### src/rtl/config_pkg.sv
// Shared constants and op codes for the config screen tilemap (writer and renderer).
package config_pkg;

  localparam int CFG_TILE_BASE = 2048;
  localparam int CFG_COLS      = 40;
  localparam int CFG_ROWS      = 23;

  typedef enum logic [1:0] {
    CFG_OP_PUT   = 2'd0,
    CFG_OP_FILL  = 2'd1,
    CFG_OP_CLEAR = 2'd2,
    CFG_OP_RSVD  = 2'd3
  } cfg_op_t;

endpackage

### src/rtl/config_tilemap_writer.sv
// Tilemap write engine: takes PUT/FILL/CLEAR commands and streams one RAM
// write per cycle over the clipped rectangle, row-major.
module config_tilemap_writer
  import config_pkg::*;
#(
  parameter int TILE_BASE = CFG_TILE_BASE,
  parameter int COLS      = CFG_COLS,
  parameter int ROWS      = CFG_ROWS
) (
  input  logic        clk_in,
  input  logic        rst_n_in,
  input  logic        cmd_valid_in,
  output logic        cmd_ready_out,
  input  logic [1:0]  cmd_op_in,
  input  logic [5:0]  cmd_x_in,
  input  logic [4:0]  cmd_y_in,
  input  logic [5:0]  cmd_w_in,
  input  logic [4:0]  cmd_h_in,
  input  logic [7:0]  cmd_tile_in,
  output logic [11:0] mem_addr_out,
  output logic        mem_we_out,
  output logic [7:0]  mem_din_out,
  output logic        busy_out,
  output logic        done_out
);

  typedef enum logic {IDLE, WRITE} state_t;

  state_t      state, state_nx;
  logic [5:0]  col, col_start;
  logic [4:0]  row;
  logic [6:0]  col_end;
  logic [5:0]  row_end;
  logic [11:0] row_base;

  cfg_op_t     op;
  logic [5:0]  rx, rw;
  logic [4:0]  ry, rh;
  logic [6:0]  x_end_raw, col_lim;
  logic [5:0]  y_end_raw, row_lim;
  logic [11:0] rb_init;
  logic        empty, accept, col_last, row_last;

  assign cmd_ready_out = (state == IDLE);
  assign accept        = cmd_valid_in && cmd_ready_out;
  // A write is in flight exactly when the write strobe is up.
  assign busy_out      = mem_we_out;

  // Region decode, clipping, first-row base address and next state.
  always_comb begin
    op = cfg_op_t'(cmd_op_in);
    rx = cmd_x_in;
    ry = cmd_y_in;
    rw = cmd_w_in;
    rh = cmd_h_in;
    case (op)
      CFG_OP_PUT:   begin rw = 6'd1; rh = 5'd1; end
      CFG_OP_CLEAR: begin rx = '0; ry = '0; rw = 6'(COLS); rh = 5'(ROWS); end
      CFG_OP_RSVD:  rw = '0;
      default:      ;
    endcase
    // Sums are one bit wider than the operands so they cannot wrap.
    x_end_raw = {1'b0, rx} + {1'b0, rw};
    y_end_raw = {1'b0, ry} + {1'b0, rh};
    col_lim   = (x_end_raw > 7'(COLS)) ? 7'(COLS) : x_end_raw;
    row_lim   = (y_end_raw > 6'(ROWS)) ? 6'(ROWS) : y_end_raw;
    empty     = ({1'b0, rx} >= 7'(COLS)) || ({1'b0, ry} >= 6'(ROWS)) ||
                (rw == '0) || (rh == '0);
    // row*40 as row*32 + row*8, no multiplier.
    rb_init   = 12'(TILE_BASE) + ({7'd0, ry} << 5) + ({7'd0, ry} << 3) + {6'd0, rx};
    col_last  = (({1'b0, col} + 7'd1) == col_end);
    row_last  = (({1'b0, row} + 6'd1) == row_end);

    state_nx = state;
    case (state)
      IDLE:  if (accept && !empty) state_nx = WRITE;
      WRITE: if (col_last && row_last) state_nx = IDLE;
      default: state_nx = IDLE;
    endcase
  end

  // FSM register, scan counters and registered RAM write port.
  always_ff @(posedge clk_in or negedge rst_n_in) begin
    if (!rst_n_in) begin
      state        <= IDLE;
      col          <= '0;
      col_start    <= '0;
      row          <= '0;
      col_end      <= '0;
      row_end      <= '0;
      row_base     <= '0;
      mem_addr_out <= '0;
      mem_we_out   <= 1'b0;
      mem_din_out  <= '0;
      done_out     <= 1'b0;
    end else begin
      state    <= state_nx;
      done_out <= 1'b0;
      case (state)
        IDLE: if (accept) begin
          if (empty) begin
            done_out <= 1'b1;
          end else begin
            col          <= rx;
            col_start    <= rx;
            row          <= ry;
            col_end      <= col_lim;
            row_end      <= row_lim;
            row_base     <= rb_init;
            mem_addr_out <= rb_init;
            mem_din_out  <= cmd_tile_in;
            mem_we_out   <= 1'b1;
          end
        end
        WRITE: begin
          if (!col_last) begin
            col          <= col + 6'd1;
            mem_addr_out <= mem_addr_out + 12'd1;
          end else if (!row_last) begin
            col          <= col_start;
            row          <= row + 5'd1;
            row_base     <= row_base + 12'(COLS);
            mem_addr_out <= row_base + 12'(COLS);
          end else begin
            mem_we_out <= 1'b0;
            done_out   <= 1'b1;
          end
        end
        default: ;
      endcase
    end
  end

endmodule

### config.mk
export PLATFORM = sky130hd
export DESIGN_NAME = config_tilemap_writer
export DESIGN_NICKNAME = d
export VERILOG_FILES = /design/src/rtl/config_pkg.sv /design/src/rtl/config_tilemap_writer.sv
export SDC_FILE = /design/constraint.sdc
export NUM_CORES = 1
export LEC_CHECK = 0
export BUFFER_PORTS_ARGS = -buffer_cell sky130_fd_sc_hd__clkbuf_2
export CAP_MARGIN = 20
export CORE_MARGIN = 2
export CORE_UTILIZATION = 40
export DETAILED_ROUTE_END_ITERATION = 6
export HOLD_SLACK_MARGIN = 0.15
export SKIP_CTS_REPAIR_TIMING = 1
export SYNTH_ARGS = -nofsm -noshare
export SYNTH_HDL_FRONTEND = slang
export SYNTH_SLANG_ARGS = --single-unit
### constraint.sdc
create_clock -name clk_in -period 3.4 [get_ports clk_in]
set_input_delay 0.85 -clock clk_in [delete_from_list [all_inputs] [get_ports clk_in]]
set_output_delay 0.85 -clock clk_in [all_outputs]
set_load 0.01 [all_outputs]
==> flow_summary.ini, run 1 <==
[cts]
clk_pin_slew_ns = 0.06
cts.sinks = 65
htree_num_levels = 3
cts_tree = built
numCtsBuffers = 9
clockRootBuffer = clkbuf_16
cts_buffer_depth = 2
clk_latency_ns = 0.34

[power_and_ir_drop]
power.density_mw_per_mm2 = 773
fin_total_pwr_uw = 4350
ir_drop_uv = 246
power_leakage_uw = 0.00268

[critical_path]
worstPathMaxFanout = 16
cp.arrival_ns = 3.29
regToRegSetupSlack_ns = 0.35
timing.critical_path.cells = ha_1 -> and4_4 -> a21o_1 -> a2111oi_4 -> nand4_2 -> o21ai_2 -> buf_4 -> a21oi_1 -> a311oi_1
crit_family = compound AO/OA/AOI/OAI gates
cpPeakStageDelay_ns = 0.68
slowest_stage = o21ai_2
cp_num_buf_inv = 1
cp-end-kind = register
critPathLaunchType = register
required_ns = 3.64
crit_type = reg -> reg

[finish]
final_util = 0.474
diodes = 0
final_cell_mix = 104 x nand2_1, 65 x dfrtp_1, 57 x clkbuf_2
finalNetCount = 694
fillers = 1146
syn_to_final_growth_pct = 17.1
mostFrequentLayoutCell = nand2_1
final_layout_size_suffix_gt1_frac = 0.180

[synth]
ys.flop_type = dfrtp_1
synth_edf_count = 0
synth_area_mm2 = 0.00480
ys_async_sr_fraction = 1.00
syn-num-nets = 636
syn_inst = 581
synth_warnings = 0
synth.avg_cell_area_um2 = 8.27
yosysSeqAreaShare = 0.339
yosys.cell_types.count = 71
ys_ff_latch = 65

[outcome]
status = complete, no violations

[routing]
drc = 0
avgViaCountPerCell = 5.52
firstDrtPassIters = 5
wl_per_cell_um = 16.3
drt_iter0_drc = 319
ant_nets = 0
wl_um = 12900
via_count = 4363

[grt]
grt_overflow_total = 0
antenna_found_initial = 0
grtUsageTotal = 0.211
globalRouteMet2Util = 0.328
use_met3 = 0.0372
top_usage_layer = met2
grt_util_met1 = 0.300
grt_max_degree = 48
grt_pass1_wl_um = 21800
grt_pass1_vias = 4251

[die]
core_area_mm2 = 0.0119
start_util = 0.405
num_io_pins = 59
fp.dieW_um = 114
dieArea_mm2 = 0.0129
die_h_um = 114
core.rowCount = 40

[sta]
rsz0062_at_grt = no
period_share = 0.897
min_period_ns = 3.05
hold_viol_final = 0
slew_headroom = 0.476
tns_ns = 0
fmax_mhz = 328
whs_ns = 0.473
setup_viol = 0
finClkSkew_ns = 0.00778
slew_violations = 0
worst_pin_slew_ns = 0.785

[flow_run]
drv_cap = 0

[placed_design]
gp_congestion = 0.895
dpl.hpwl_um = 9570
portBuffers = 58

[hold_path]
worst_hold_path_type = reg -> reg
final cells by class:
type / count / area (µm²) / area share
clock buffer: 9 / 225 / 0.0400
clock inverter: 7 / 101 / 0.0180
inverter: 21 / 78.8 / 0.0140
multi-input combinational: 458 / 2910 / 0.517
sequential: 65 / 1630 / 0.289
tap: 147 / 184 / 0.0327
timing repair buffer: 84 / 498 / 0.0885
metrics by stage:
| stage | setup slack, ns | cell area (µm²) | instances |
|---|---|---|---|
| after floorplan | 0.00225 | 4800 | 581 |
| after global placement | 0.197 | 5300 | 775 |
| after detailed placement | 0.0963 | 5300 | 775 |
| after CTS | 0.345 | 5620 | 791 |
| after global routing | 0.160 | 5620 | 791 |
| final | 0.350 | 5620 | 791 |
worst min-delay path: cells and delay by family (launching register included):
family,cells,cell delay (ns)
DFF,1,0.34
and+or+nand+nor,2,0.10
synth_stat cells (10+ instances only):
| master | count | area, µm² |
|---|---|---|
| dfrtp_1 | 65 | 1630 |
| xor2_1 | 20 | 175 |
| nand2_1 | 104 | 390 |
| nand2b_1 | 10 | 62.6 |
| a21o_1 | 10 | 75.1 |
| clkbuf_1 | 21 | 78.8 |
| o21ai_0 | 33 | 165 |
| nand3_1 | 20 | 100 |
| a21oi_1 | 24 | 120 |
| nor3_1 | 11 | 55.1 |
| inv_1 | 20 | 75.1 |
| a31oi_1 | 15 | 93.8 |
| ha_1 | 18 | 225 |
| xnor2_1 | 25 | 219 |
| nor2_1 | 50 | 188 |
registers in the layout (all words and copies together), names as in the netlist:
signal        flops
done_out          1
row_base         12
state             1
mem_addr_out     12
busy_out          1
row               5
col               6
row_end           6
col_start         6
col_end           7
mem_din_out       8
layer usage:
metal / vias to the layer above / wire length, µm
li1: 2177 / -
met1: 2048 / 6260
met4: 0 / 205
met2: 126 / 5790
met5: - / 0
met3: 12 / 642
report_power, final:
| part | switching (µW) | leakage (µW) | internal [µW] |
|---|---|---|---|
| clock | 379 | 0.000153 | 649 |
| sequential | 345 | 0.000811 | 1080 |
| combinational | 991 | 0.00171 | 906 |
| total | 1720 | 0.00268 | 2630 |
final timing paths:
kind	startpoint	to	cells after the start
max in group asynchronous	rst_n_in	row_end[1]	2
min	mem_din_out[0]	mem_din_out[0]	2
min in group asynchronous	rst_n_in	mem_addr_out[4]	1
max	col[0]	row[4]	9
max reg2reg	col[0]	row[4]	9
min reg2reg	mem_din_out[0]	mem_din_out[0]	2
logic make-up (layout without fill, tap and decap cells):
| kind of cell | count (synthesis) | count (layout) | synth area share |
|---|---|---|---|
| multiplexers | 4 | 4 | 0.0117 |
| flip-flops | 65 | 65 | 0.339 |
| AND/OR/NAND/NOR | 235 | 235 | 0.225 |
| AO/OA/AOI/OAI | 153 | 153 | 0.227 |
| buffers and inverters | 58 | 121 | 0.0552 |
| adder cells (fa/ha/maj) | 20 | 20 | 0.0552 |
| XOR/XNOR | 46 | 46 | 0.0868 |
Power figures use the tool's default switching activity.
==> run 2, diff against run 1 <==
--- a/config.mk
+++ b/config.mk
@@ -7,10 +7,13 @@
 export LEC_CHECK = 0
 export BUFFER_PORTS_ARGS = -buffer_cell sky130_fd_sc_hd__clkbuf_2
 export CAP_MARGIN = 20
+export CELL_PAD_IN_SITES_DETAIL_PLACEMENT = 1
+export CELL_PAD_IN_SITES_GLOBAL_PLACEMENT = 2
 export CORE_MARGIN = 2
-export CORE_UTILIZATION = 40
+export CORE_UTILIZATION = 35
 export DETAILED_ROUTE_END_ITERATION = 6
 export HOLD_SLACK_MARGIN = 0.15
+export PLACE_DENSITY_LB_ADDON = 0.1
 export SKIP_CTS_REPAIR_TIMING = 1
 export SYNTH_ARGS = -nofsm -noshare
 export SYNTH_HDL_FRONTEND = slang
==> flow_summary.ini, run 2 (synthesis results as in run 1) <==
[die]
fp.dieW_um = 121
die_h_um = 121
core_area_mm2 = 0.0133
core.rowCount = 42
num_io_pins = 59
start_util = 0.361
dieArea_mm2 = 0.0147

[hold_path]
worst_hold_path_type = reg -> reg
hp-start = mem_din_out[1]

[critical_path]
reg2reg_from = col[1]
crit_type = reg -> reg
critPathLaunchType = register
cp-end-kind = register
timing.critical_path.cells = ha_1 -> and4_4 -> a21o_1 -> a2111oi_4 -> nand4_2 -> o21ai_2 -> nand2_1 -> a221o_1
regToRegSetupSlack_ns = 0.30
required_ns = 3.62
worstPathMaxFanout = 22
slowest_stage = o21ai_2
startpoint = col[1]
cpPeakStageDelay_ns = 0.85
cp.arrival_ns = 3.32

[outcome]
status = complete, no violations

[power_and_ir_drop]
fin_total_pwr_uw = 4440
power.density_mw_per_mm2 = 779
power_switching_uw = 1760
power_leakage_uw = 0.00271
p_comb_frac = 0.441
seq_power_share = 0.322
swShare = 0.397
p_int_uw = 2680
ir_drop_uv = 252
p_clk_frac = 0.237

[placed_design]
gp_congestion = 0.817
dpl.hpwl_um = 11200
place_ws_ns = 0.0276
portBuffers = 58

[routing]
via_count = 4534
drc = 0
drt_iter0_drc = 223
avgViaCountPerCell = 5.48
ant_nets = 0
wl_per_cell_um = 18.6
wl_um = 15400
firstDrtPassIters = 4

[cts]
clockRootBuffer = clkbuf_16
cts_tree = built
htree_num_levels = 3
clk_latency_ns = 0.34
cts.sinks = 65
clk_pin_slew_ns = 0.06
numCtsBuffers = 9
cts_buffer_depth = 2

[finish]
finalNetCount = 701
syn_to_final_growth_pct = 18.8
mostFrequentLayoutCell = nand2_1
final_cell_mix = 104 x nand2_1, 65 x dfrtp_1, 57 x clkbuf_2
final_layout_size_suffix_gt1_frac = 0.187
top_regs = mem_addr_out: 12 flops, row_base: 12 flops, mem_din_out: 8 flops
diodes = 0

[sta]
fmax_mhz = 323
slew_headroom = 0.308
rsz0062_at_grt = no
tns_ns = 0
worst_pin_slew_ns = 1.04
hold_viol_final = 0
slew_violations = 0
min_period_ns = 3.10
setup_viol = 0
finClkSkew_ns = 0.00503
worst_slack_ns = 0.301
period_share = 0.911

[grt]
grtUsageTotal = 0.224
grt_overflow_total = 0
grt_max_degree = 45
grt_pass1_vias = 4818
grt_pass1_wl_um = 25600
antenna_found_initial = 0

[flow_run]
drv_cap = 0
==> run 2: cell count changes in the layout (fill, tap and decap cells not counted) <==
cell / change
buf_4: +8
buf_12: -1
clkinv_2: +1
clkbuf_1: +1
clkbuf_8: +2
clkinvlp_4: -2
inv_6: -2
==> run 2: per-layer routing <==
| layer | up-vias | share of wire | global-route usage |
|---|---|---|---|
| li1 | 2189 | - | - |
| met1 | 2245 | 0.50 | 0.317 |
| met2 | 78 | 0.45 | 0.348 |
| met3 | 22 | 0.031 | 0.0291 |
| met4 | 0 | 0.021 | 0.0884 |
| met5 | - | 0 | 0 |
==> run 2: cell type report <==
cell class | instances | area, µm²
Inverter | 21 | 78.8
Fill cell | 1616 | 7590
Multi-Input combinational cell | 458 | 2910
Tap cell | 176 | 220
Clock buffer | 12 | 256
Sequential cell | 65 | 1630
Clock inverter | 4 | 73.8
Timing Repair Buffer | 91 | 538
==> run 2: stage by stage <==
stage               utilization  cells  area, µm²  hold slack (ns)
floorplan                     -    581       4800            0.444
global placement          0.404    811       5370            0.456
detailed placement        0.404    811       5370            0.462
CTS                       0.429    827       5700            0.478
global route              0.429    827       5700            0.491
finish                    0.429    827       5700            0.473
==> run 2: path summary, 6_finish.rpt <==
| check | end | depth (start not counted) |
|---|---|---|
| setup / recovery | row_base[6] | 8 |
| max in group asynchronous | mem_din_out[5] | 2 |
| hold / removal | mem_din_out[1] | 2 |
| min in group asynchronous | mem_addr_out[10] | 1 |
| hold reg to reg | mem_din_out[1] | 2 |
| setup reg to reg | row_base[6] | 8 |
==> run 2: worst max-delay path: cells and delay by family, from the launching register on <==
kind	cells	cell delay, ns
compound gates	4	1.89
fa+ha+maj	1	0.20
simple gates	3	0.46
flops	1	0.40
==> run 2: power groups by stage <==
stage          Sequential (µW)  Combinational [µW]  Clock [µW]
2_1_floorplan             1370                1430           0
3_3_place_gp              1410                1920           0
3_5_place_dp              1440                1960           0
4_1_cts                   1430                1980        1080
5_1_grt                   1480                2200        1120
6_report                  1430                1960        1050
